--- src/rtl/multicycle_ctlpath_pkg.sv ---
// ============================================================================
//  Module      : multicycle_ctlpath_pkg
//  Description : Shared constants for the multicycle RV32I control path:
//                opcodes, FSM state type, ALU function codes and the
//                encodings of the datapath mux selects.
//  Revision    : 1.0 - initial release
// ============================================================================
`default_nettype none

package multicycle_ctlpath_pkg;

    // RV32I base opcodes
    localparam logic [6:0] OPC_LOAD   = 7'b0000011;
    localparam logic [6:0] OPC_STORE  = 7'b0100011;
    localparam logic [6:0] OPC_BRANCH = 7'b1100011;
    localparam logic [6:0] OPC_JAL    = 7'b1101111;
    localparam logic [6:0] OPC_JALR   = 7'b1100111;
    localparam logic [6:0] OPC_OP_IMM = 7'b0010011;
    localparam logic [6:0] OPC_OP     = 7'b0110011;
    localparam logic [6:0] OPC_LUI    = 7'b0110111;
    localparam logic [6:0] OPC_AUIPC  = 7'b0010111;

    localparam logic [6:0] FUNCT7_MULDIV = 7'b0000001;

    typedef enum logic [2:0] {
        ST_FETCH     = 3'd0,
        ST_DECODE    = 3'd1,
        ST_EXECUTE   = 3'd2,
        ST_MEM       = 3'd3,
        ST_WRITEBACK = 3'd4,
        ST_FAULT     = 3'd5
    } state_t;

    // Operation class handed to the ALU function decoder
    typedef enum logic [1:0] {
        ALU_OP_ADD    = 2'd0,
        ALU_OP_OP     = 2'd1,
        ALU_OP_OPIMM  = 2'd2,
        ALU_OP_BRANCH = 2'd3
    } alu_op_t;

    // ALU function codes
    localparam logic [4:0] ALU_ADD    = 5'd0;
    localparam logic [4:0] ALU_SUB    = 5'd1;
    localparam logic [4:0] ALU_SLL    = 5'd2;
    localparam logic [4:0] ALU_SLT    = 5'd3;
    localparam logic [4:0] ALU_SLTU   = 5'd4;
    localparam logic [4:0] ALU_XOR    = 5'd5;
    localparam logic [4:0] ALU_SRL    = 5'd6;
    localparam logic [4:0] ALU_SRA    = 5'd7;
    localparam logic [4:0] ALU_OR     = 5'd8;
    localparam logic [4:0] ALU_AND    = 5'd9;
    localparam logic [4:0] ALU_MUL    = 5'd10;
    localparam logic [4:0] ALU_MULH   = 5'd11;
    localparam logic [4:0] ALU_MULHSU = 5'd12;
    localparam logic [4:0] ALU_MULHU  = 5'd13;
    localparam logic [4:0] ALU_DIV    = 5'd14;
    localparam logic [4:0] ALU_DIVU   = 5'd15;
    localparam logic [4:0] ALU_REM    = 5'd16;
    localparam logic [4:0] ALU_REMU   = 5'd17;

    // Register writeback source
    localparam logic [2:0] WB_ALUOUT = 3'd0;
    localparam logic [2:0] WB_MDR    = 3'd1;
    localparam logic [2:0] WB_IMM    = 3'd2;
    localparam logic [2:0] WB_PC     = 3'd3;

    // ALU operand selects
    localparam logic [1:0] OPA_RS1    = 2'd0;
    localparam logic [1:0] OPA_PC_OLD = 2'd1;
    localparam logic [1:0] OPA_PC     = 2'd2;
    localparam logic [1:0] OPB_RS2    = 2'd0;
    localparam logic [1:0] OPB_IMM    = 2'd1;
    localparam logic [1:0] OPB_FOUR   = 2'd2;

    // Next-PC source
    localparam logic [1:0] NPC_ALU    = 2'd0;
    localparam logic [1:0] NPC_ALUOUT = 2'd1;

endpackage

`default_nettype wire

--- src/rtl/multicycle_ctlpath_alu_control.sv ---
// ============================================================================
//  Module      : alu_control
//  Description : Maps operation class, funct3 and funct7 to the ALU function
//                code. Branches map to the compare that feeds the zero flag.
//                M-extension codes are always decoded; legality is decided by
//                the instantiating control path.
//  Revision    : 1.0 - initial release
// ============================================================================
`default_nettype none

module alu_control
    import multicycle_ctlpath_pkg::*;
(
    input  alu_op_t    alu_op_type_i,
    input  logic [2:0] inst_funct3_i,
    input  logic [6:0] inst_funct7_i,
    output logic [4:0] alu_function_o
);

    // Combinational function decode
    always_comb begin
        alu_function_o = ALU_ADD;
        case (alu_op_type_i)
            ALU_OP_BRANCH: begin
                // BEQ/BNE compare by subtraction, signed/unsigned order by SLT(U)
                case (inst_funct3_i[2:1])
                    2'b10:   alu_function_o = ALU_SLT;
                    2'b11:   alu_function_o = ALU_SLTU;
                    default: alu_function_o = ALU_SUB;
                endcase
            end
            ALU_OP_OP, ALU_OP_OPIMM: begin
                if (alu_op_type_i == ALU_OP_OP && inst_funct7_i == FUNCT7_MULDIV) begin
                    case (inst_funct3_i)
                        3'b000:  alu_function_o = ALU_MUL;
                        3'b001:  alu_function_o = ALU_MULH;
                        3'b010:  alu_function_o = ALU_MULHSU;
                        3'b011:  alu_function_o = ALU_MULHU;
                        3'b100:  alu_function_o = ALU_DIV;
                        3'b101:  alu_function_o = ALU_DIVU;
                        3'b110:  alu_function_o = ALU_REM;
                        default: alu_function_o = ALU_REMU;
                    endcase
                end else begin
                    case (inst_funct3_i)
                        // SUB only exists in register form; ADDI's funct7 bits are immediate
                        3'b000:  alu_function_o = (alu_op_type_i == ALU_OP_OP && inst_funct7_i[5])
                                                  ? ALU_SUB : ALU_ADD;
                        3'b001:  alu_function_o = ALU_SLL;
                        3'b010:  alu_function_o = ALU_SLT;
                        3'b011:  alu_function_o = ALU_SLTU;
                        3'b100:  alu_function_o = ALU_XOR;
                        3'b101:  alu_function_o = inst_funct7_i[5] ? ALU_SRA : ALU_SRL;
                        3'b110:  alu_function_o = ALU_OR;
                        default: alu_function_o = ALU_AND;
                    endcase
                end
            end
            default: alu_function_o = ALU_ADD;
        endcase
    end

endmodule

`default_nettype wire

--- src/rtl/multicycle_ctlpath.sv ---
// ============================================================================
//  Module      : multicycle_ctlpath
//  Description : Control path of the multicycle RV32I core. Sequences each
//                instruction through FETCH/DECODE/EXECUTE/MEM/WRITEBACK over a
//                shared, ready-handshaked memory port, with a bounded wait
//                timeout into a sticky FAULT state and a retired counter.
//                Optional feature macro: RVSIMPLE_MULDIV_EN (M-extension wait
//                on muldiv_done in EXECUTE).
//  Revision    : 1.0 - initial release
// ============================================================================
`default_nettype none

module multicycle_ctlpath
    import multicycle_ctlpath_pkg::*;
#(
    parameter int CNT_WIDTH = 32,
    parameter int MAX_WAIT  = 15
) (
    input  logic                 clock,
    input  logic                 reset,
    input  logic [6:0]           inst_opcode,
    input  logic [2:0]           inst_funct3,
    input  logic [6:0]           inst_funct7,
    input  logic                 alu_result_equal_zero,
    input  logic                 mem_ready,
`ifdef RVSIMPLE_MULDIV_EN
    input  logic                 muldiv_done,
`endif
    output logic [4:0]           alu_function,
    output logic                 pc_write_enable,
    output logic                 pc_old_write_enable,
    output logic                 inst_write_enable,
    output logic                 data_write_enable,
    output logic                 regfile_write_enable,
    output logic                 mem_addr_select,
    output logic                 mem_read_enable,
    output logic                 mem_write_enable,
    output logic [1:0]           alu_operand_a_select,
    output logic [1:0]           alu_operand_b_select,
    output logic [2:0]           reg_writeback_select,
    output logic [1:0]           next_pc_select,
    output logic                 fault,
    output logic [CNT_WIDTH-1:0] instret
);

    localparam int                WAIT_W     = $clog2(MAX_WAIT + 1);
    localparam logic [WAIT_W-1:0] WAIT_LIMIT = WAIT_W'(MAX_WAIT);

    state_t               state_q, state_d;
    logic [WAIT_W-1:0]    wait_q, wait_d;
    logic [CNT_WIDTH-1:0] instret_q, instret_d;
    logic                 fault_q, fault_d;

    logic                 w_is_load, w_is_store, w_is_lui, w_is_muldiv, w_illegal;
    logic                 w_taken, w_timeout;
    logic [WAIT_W-1:0]    w_wait_inc;
    alu_op_t              w_alu_op;
    logic [4:0]           w_alu_fn;

    assign w_is_load   = (inst_opcode == OPC_LOAD);
    assign w_is_store  = (inst_opcode == OPC_STORE);
    assign w_is_lui    = (inst_opcode == OPC_LUI);
    assign w_is_muldiv = (inst_opcode == OPC_OP) && (inst_funct7 == FUNCT7_MULDIV);
    assign w_wait_inc  = wait_q + WAIT_W'(1);
    // The cycle whose wait would bring the count to the limit is the last one allowed
    assign w_timeout   = (w_wait_inc == WAIT_LIMIT);

    // Legal opcode check; M-extension encodings are illegal unless the feature is built in
    always_comb begin
        case (inst_opcode)
            OPC_LOAD, OPC_STORE, OPC_BRANCH, OPC_JAL, OPC_JALR,
            OPC_OP_IMM, OPC_OP, OPC_LUI, OPC_AUIPC: w_illegal = 1'b0;
            default:                                 w_illegal = 1'b1;
        endcase
`ifndef RVSIMPLE_MULDIV_EN
        if (w_is_muldiv) begin
            w_illegal = 1'b1;
        end
`endif
    end

    // Branch decision from funct3 and the ALU zero flag (SUB for EQ/NE, SLT(U) for order)
    always_comb begin
        case (inst_funct3)
            3'b000:  w_taken =  alu_result_equal_zero;
            3'b001:  w_taken = !alu_result_equal_zero;
            3'b100:  w_taken = !alu_result_equal_zero;
            3'b101:  w_taken =  alu_result_equal_zero;
            3'b110:  w_taken = !alu_result_equal_zero;
            3'b111:  w_taken =  alu_result_equal_zero;
            default: w_taken = 1'b0;
        endcase
    end

    // Next state, wait counter, retirement counter and sticky fault
    always_comb begin
        state_d = state_q;
        wait_d  = wait_q;
        case (state_q)
            ST_FETCH: begin
                if (mem_ready)      state_d = ST_DECODE;
                else if (w_timeout) state_d = ST_FAULT;
                else                wait_d  = w_wait_inc;
            end
            ST_DECODE:  state_d = w_illegal ? ST_FAULT : ST_EXECUTE;
            ST_EXECUTE: begin
                case (inst_opcode)
                    OPC_LOAD, OPC_STORE:            state_d = ST_MEM;
                    OPC_BRANCH, OPC_JAL, OPC_JALR:  state_d = ST_FETCH;
                    default: begin
                        state_d = ST_WRITEBACK;
`ifdef RVSIMPLE_MULDIV_EN
                        // Multiply/divide holds here without a timeout until the unit reports done
                        if (w_is_muldiv && !muldiv_done) state_d = ST_EXECUTE;
`endif
                    end
                endcase
            end
            ST_MEM: begin
                if (mem_ready)      state_d = w_is_load ? ST_WRITEBACK : ST_FETCH;
                else if (w_timeout) state_d = ST_FAULT;
                else                wait_d  = w_wait_inc;
            end
            ST_WRITEBACK: state_d = ST_FETCH;
            ST_FAULT:     state_d = ST_FAULT;
            default:      state_d = ST_FAULT;
        endcase
        if (state_d != state_q) begin
            wait_d = '0;
        end
        instret_d = instret_q;
        if (state_d == ST_FETCH &&
            (state_q == ST_EXECUTE || state_q == ST_MEM || state_q == ST_WRITEBACK)) begin
            instret_d = instret_q + CNT_WIDTH'(1);
        end
        fault_d = fault_q | (state_d == ST_FAULT);
    end

    // State and counter registers
    always_ff @(posedge clock or posedge reset) begin
        if (reset) begin
            state_q   <= ST_FETCH;
            wait_q    <= '0;
            instret_q <= '0;
            fault_q   <= 1'b0;
        end else begin
            state_q   <= state_d;
            wait_q    <= wait_d;
            instret_q <= instret_d;
            fault_q   <= fault_d;
        end
    end

    // Datapath controls from state and decode; everything is held low during reset
    always_comb begin
        w_alu_op             = ALU_OP_ADD;
        pc_write_enable      = 1'b0;
        pc_old_write_enable  = 1'b0;
        inst_write_enable    = 1'b0;
        data_write_enable    = 1'b0;
        regfile_write_enable = 1'b0;
        mem_addr_select      = 1'b0;
        mem_read_enable      = 1'b0;
        mem_write_enable     = 1'b0;
        alu_operand_a_select = OPA_RS1;
        alu_operand_b_select = OPB_RS2;
        reg_writeback_select = WB_ALUOUT;
        next_pc_select       = NPC_ALU;
        if (!reset) begin
            case (state_q)
                ST_FETCH: begin
                    mem_read_enable      = 1'b1;
                    alu_operand_a_select = OPA_PC;
                    alu_operand_b_select = OPB_FOUR;
                    if (mem_ready) begin
                        inst_write_enable   = 1'b1;
                        pc_old_write_enable = 1'b1;
                        pc_write_enable     = 1'b1;
                    end
                end
                ST_DECODE: begin
                    alu_operand_a_select = OPA_PC_OLD;
                    alu_operand_b_select = OPB_IMM;
                end
                ST_EXECUTE: begin
                    case (inst_opcode)
                        OPC_OP: w_alu_op = ALU_OP_OP;
                        OPC_OP_IMM: begin
                            w_alu_op             = ALU_OP_OPIMM;
                            alu_operand_b_select = OPB_IMM;
                        end
                        OPC_LOAD, OPC_STORE: alu_operand_b_select = OPB_IMM;
                        OPC_BRANCH: begin
                            w_alu_op        = ALU_OP_BRANCH;
                            pc_write_enable = w_taken;
                            next_pc_select  = NPC_ALUOUT;
                        end
                        OPC_JAL: begin
                            pc_write_enable      = 1'b1;
                            next_pc_select       = NPC_ALUOUT;
                            regfile_write_enable = 1'b1;
                            reg_writeback_select = WB_PC;
                        end
                        OPC_JALR: begin
                            alu_operand_b_select = OPB_IMM;
                            pc_write_enable      = 1'b1;
                            regfile_write_enable = 1'b1;
                            reg_writeback_select = WB_PC;
                        end
                        OPC_LUI, OPC_AUIPC: begin
                            alu_operand_a_select = OPA_PC_OLD;
                            alu_operand_b_select = OPB_IMM;
                        end
                        default: ;
                    endcase
                end
                ST_MEM: begin
                    mem_addr_select = 1'b1;
                    if (w_is_load) begin
                        mem_read_enable   = 1'b1;
                        data_write_enable = mem_ready;
                    end else if (w_is_store) begin
                        mem_write_enable  = 1'b1;
                    end
                end
                ST_WRITEBACK: begin
                    regfile_write_enable = 1'b1;
                    if (w_is_load)     reg_writeback_select = WB_MDR;
                    else if (w_is_lui) reg_writeback_select = WB_IMM;
                end
                default: ;
            endcase
        end
    end

    alu_control u_alu_control (
        .alu_op_type_i  (w_alu_op),
        .inst_funct3_i  (inst_funct3),
        .inst_funct7_i  (inst_funct7),
        .alu_function_o (w_alu_fn)
    );

    assign alu_function = reset ? ALU_ADD : w_alu_fn;
    assign fault        = fault_q;
    assign instret      = instret_q;

endmodule

`default_nettype wire

--- config.mk ---
export PLATFORM = sky130hd
export DESIGN_NAME = multicycle_ctlpath
export DESIGN_NICKNAME = d
export VERILOG_FILES = /design/src/rtl/multicycle_ctlpath_pkg.sv /design/src/rtl/multicycle_ctlpath_alu_control.sv /design/src/rtl/multicycle_ctlpath.sv
export SDC_FILE = /design/constraint.sdc
export NUM_CORES = 1
export LEC_CHECK = 0
export ABC_AREA = 1
export ABC_CLOCK_PERIOD_IN_PS = 1950
export BUFFER_PORTS_ARGS = -buffer_cell sky130_fd_sc_hd__buf_4
export CAP_MARGIN = 30
export CORE_MARGIN = 5
export CORE_UTILIZATION = 50
export CTS_BUF_LIST = sky130_fd_sc_hd__clkbuf_8 sky130_fd_sc_hd__clkbuf_16
export CTS_CLUSTER_DIAMETER = 120
export CTS_CLUSTER_SIZE = 25
export DETAILED_ROUTE_END_ITERATION = 12
export PLACE_DENSITY = 0.88
export SLEW_MARGIN = 25
export SYNTH_ARGS = -nofsm -noshare
export SYNTH_HDL_FRONTEND = slang
export SYNTH_SLANG_ARGS = --single-unit
--- constraint.sdc ---
create_clock -name clock -period 1.95 [get_ports clock]
set_clock_uncertainty 0.1 [all_clocks]
set_input_delay 0.195 -clock clock [delete_from_list [all_inputs] [get_ports clock]]
set_output_delay 0.195 -clock clock [all_outputs]
set_load 0.02 [all_outputs]
==> run summary <==
The worst register-to-register path begins at state_q[1]. The CTS tree is yes. The full die area is between 0.008 and 0.009 mm^2. The per-instance average area after synthesis came out at 6.63 um^2.

Setup repair after global routing could not meet its margin everywhere. The first-pass detailed-route iteration total came out at 5. The capturing element type of the critical path is an output port. The net switching power is 404 uW. The routed design has about 13000 um of wire. Counting flops with a built-in enable in the synthesized netlist gives 0.

The iteration-0 DRC count of the detailed router is between 400 and 500. Of the total power, the share spent switching nets is 0.243. The minimum setup slack among reg-to-reg paths came out at -0.37 ns. The share of the core filled with cells in the final layout came out at 0.767. The worst register-to-register path ends at instret[10].

The maximum fanout along the worst path came out at 3. The total CTS buffers is 5. The number of port buffers is 73.

The total number of clock tree sinks came out at 40. The area growth from synthesis to final layout is 48.9%. The final count of hold timing violations was 0.

The layout net count is 648. The post-synthesis sequential element count came out at 40. The number of instances in the synthesized netlist is approximately 490. In the routed layout, each cell is associated on average with a via count of 5.73. The number of remaining DRC errors is 0. For this configuration, the core starts out at a cell density of 0.515.

The portion of the post-synthesis area used by sequential elements came out at 0.306. The HPWL reported at the end of detailed placement is between 7000 and 8000 um. The weighted congestion at the end of routability-driven global placement came out at 0.977.

The standard cell core area came out at roughly 0.0063 mm^2. The global route total overflow came out at 0. For hold timing, the worst endpoint is state_q[1]. The max-slew violation total from the final report is 0.

The remaining max-slew budget at the tightest pin is 0.645. The level count of the clock H-tree is 2. The clock slew at the register clock pins of the worst setup and hold paths is approximately 0.090 ns. Timing would allow up to roughly 0.4 GHz.

The most common flop cell mapped by yosys is sky130_fd_sc_hd__dfrtp_1. The number of antenna violations at the first check in global routing came out at 0. The checks that failed: negative setup slack.

The die boundary height came out at 90.9 um. The hold path depth came out at 4. Data on the critical path arrives at its endpoint at between 2 and 2.5 ns. The count of different cell masters after synthesis is 36.

The via count of the first global-routing pass came out at roughly 3800. After detailed routing, the average wire length per cell comes to around 18 um. The total power after layout came out at 1660 uW. Across every metal layer, demand over resource in global routing totals 0.260.

The power density over the cells came out at around 340 mW/mm^2. For the worst-skew pair, the clock arrives at the later sink with an insertion delay of around 0.30 ns. The worst-case reg-to-reg path depth came out at 15.

The cell at the root of the clock tree is sky130_fd_sc_hd__clkbuf_8. The worst hold path begins at mem_ready. Subtracting the final worst setup slack from the clock period gives 2.44 ns. The x dimension of the die came out at approximately 91 um.

Counting the fill cells in the layout gives roughly 400. The clock passes through at most 2 buffers. After detailed placement, the design holds a cell count of 665. The first global-routing pass estimated around 18000 um of wire. For the worst setup path, the data required time is approximately 1.7 ns. 0 antenna diodes ended up in the layout. The run finished, with violations left. The largest vdd supply drop came out at ~0.35 mV. The part of the total power dissipated in combinational logic came out at 0.084. After synthesis the cells add up to roughly 0.0033 mm^2. The category of the worst setup path launch point is a flop. Of the total power, the clock network draws 0.417.

The count of antenna-violating nets left after detailed routing is 0. The count of pins on the block boundary is 76. The setup-violating endpoint count in the final report came out at 52.

The total of hold buffers inserted after clock tree synthesis is 0. The layout cell share with drive strength beyond 1 is 0.371. The internal portion of the total power is about 1300 uW.

The count of standard-cell rows is 29. The period utilization came out at 1.25. The category of the most critical setup path is reg2out.

The final cell count without fillers is around 700. The sequential power share came out at 0.499. Across all setup checks in the final design, the least slack found is -0.490 ns. For this design the static power due to leakage is between 0.002 and 0.003 uW. The slew of the pin with the lowest slew margin came out at around 0.53 ns.

The max-capacitance violation count came out at 0. The total number of vias came out at 4004. In this run the worst hold path is classified as in2reg. The count of warnings emitted by yosys is 0. The proportion of synthesized flip-flops having asynchronous set or reset came out at 1.00.

The pin count of the biggest net entering global routing came out at 41.
## how the worst max path moves through the flow
stage	startpoint	to
floorplan	state_q[2]	alu_function[2]
global placement	state_q[2]	alu_function[0]
detailed placement	state_q[2]	alu_function[0]
CTS	state_q[2]	alu_function[0]
global route	state_q[2]	alu_function[1]
finish	state_q[2]	alu_function[1]
## cells in the mapped netlist, types with 2 or more instances
master / instances / share of area
sky130_fd_sc_hd__nor2_1: 55 / 0.063
sky130_fd_sc_hd__buf_6: 5 / 0.017
sky130_fd_sc_hd__nand4_1: 7 / 0.013
sky130_fd_sc_hd__o21ai_2: 18 / 0.048
sky130_fd_sc_hd__nand2_1: 165 / 0.19
sky130_fd_sc_hd__nor3_1: 20 / 0.031
sky130_fd_sc_hd__nand3_1: 22 / 0.034
sky130_fd_sc_hd__o211ai_1: 2 / 0.0046
sky130_fd_sc_hd__xnor2_1: 2 / 0.0054
sky130_fd_sc_hd__nand2_2: 3 / 0.0057
sky130_fd_sc_hd__buf_4: 4 / 0.0092
sky130_fd_sc_hd__a21oi_1: 9 / 0.014
sky130_fd_sc_hd__nor4_1: 4 / 0.0076
sky130_fd_sc_hd__ha_1: 6 / 0.023
sky130_fd_sc_hd__inv_1: 72 / 0.083
sky130_fd_sc_hd__nand3_2: 2 / 0.0061
sky130_fd_sc_hd__o21ai_1: 2 / 0.0031
sky130_fd_sc_hd__dfrtp_1: 40 / 0.31
sky130_fd_sc_hd__nor2_2: 2 / 0.0038
sky130_fd_sc_hd__o21ai_0: 8 / 0.012
sky130_fd_sc_hd__xor2_1: 30 / 0.080
## registers in the layout (all words and copies together) (netlist names)
signal   flops
instret     32
fault        1
wait_q       4
state_q      3
## layer usage
layer  vias up  share of wire  global-route usage  wire (um)
met5         -              0                   0          0
met4         0          0.044               0.123        559
met3        71          0.083              0.0483       1060
met2       291           0.50               0.450       6420
met1      1847           0.37               0.308       4670
li1       1795              -                   -          -
## power by group through the flow
| stage | Sequential, uW | Clock, uW | Combinational (uW) |
|---|---|---|---|
| floorplan | 845 | 0 | 62.6 |
| global placement | 845 | 0 | 117 |
| detailed placement | 845 | 0 | 122 |
| CTS | 829 | 695 | 126 |
| global route | 829 | 735 | 152 |
| finish | 829 | 693 | 140 |
## cell usage in the layout (no fill, tap or decap), drive strengths merged, types with 2 or more instances in the layout
| cell type | synthesis | layout |
|---|---|---|
| nand2 | 168 | 169 |
| buf | 10 | 128 |
| inv | 73 | 73 |
| nor2 | 59 | 59 |
| dfrtp | 40 | 40 |
| xor2 | 30 | 30 |
| o21ai | 28 | 28 |
| nand3 | 25 | 25 |
| nor3 | 20 | 20 |
| a21oi | 10 | 10 |
| nand4 | 7 | 7 |
| clkbuf | 1 | 7 |
| ha | 6 | 6 |
| nor4 | 4 | 4 |
| o211ai | 2 | 2 |
| xnor2 | 2 | 2 |
| conb | 1 | 2 |
## timing repair
item,CTS,global route
hold endpoints to repair,0,0
pin swaps,8,9
gates cloned,3,3
gates resized for setup,44,34
endpoints found under the setup margin,47,55
setup buffers,9,14
## kinds of logic after synthesis
kind of cell             share of synthesized area
XOR/XNOR                                    0.0857
flip-flops                                   0.306
buffers and inverters                        0.116
AO/OA/AOI/OAI                               0.0956
other                                      0.00115
AND/OR/NAND/NOR                              0.373
adder cells (fa/ha/maj)                     0.0230
## critical path, stage by stage, from the launching register on
cell	delay, ns
sky130_fd_sc_hd__dfrtp_1	0.41
sky130_fd_sc_hd__inv_2	0.09
sky130_fd_sc_hd__nand2_4	0.06
sky130_fd_sc_hd__nor2_4	0.09
sky130_fd_sc_hd__inv_2	0.06
sky130_fd_sc_hd__nor2_4	0.11
sky130_fd_sc_hd__nand2_2	0.11
sky130_fd_sc_hd__ha_4	0.19
sky130_fd_sc_hd__nand2_4	0.09
sky130_fd_sc_hd__nand2_4	0.07
sky130_fd_sc_hd__nand2_4	0.09
sky130_fd_sc_hd__o211ai_1	0.13
sky130_fd_sc_hd__a21oi_2	0.18
sky130_fd_sc_hd__buf_4	0.16
## area by class of cell
class / instances / area [um^2] / share of cell area
well taps: 77 / 96.3 / 0.0198
multi-input cells: 371 / 2220 / 0.456
inverters: 73 / 287 / 0.0588
flip-flops and latches: 40 / 1000 / 0.205
clock inverters: 3 / 42.5 / 0.00873
repair buffers: 130 / 1150 / 0.237
clock buffers: 5 / 68.8 / 0.0141
## metrics by stage
step / TNS, ns / hold WS (ns) / instance area, um^2 / setup slack (ns)
final: -16.04 / 0.236 / 4870 / -0.490
after global routing: -21.46 / 0.238 / 4870 / -0.591
after CTS: -5.94 / 0.175 / 4580 / -0.369
after detailed placement: -5.07 / 0.378 / 4190 / -0.224
after global placement: -2.28 / 0.377 / 4190 / -0.0843
after floorplan: -0.370 / 0.348 / 3380 / -0.114
Note: power is estimated with default switching activity, not from simulation.
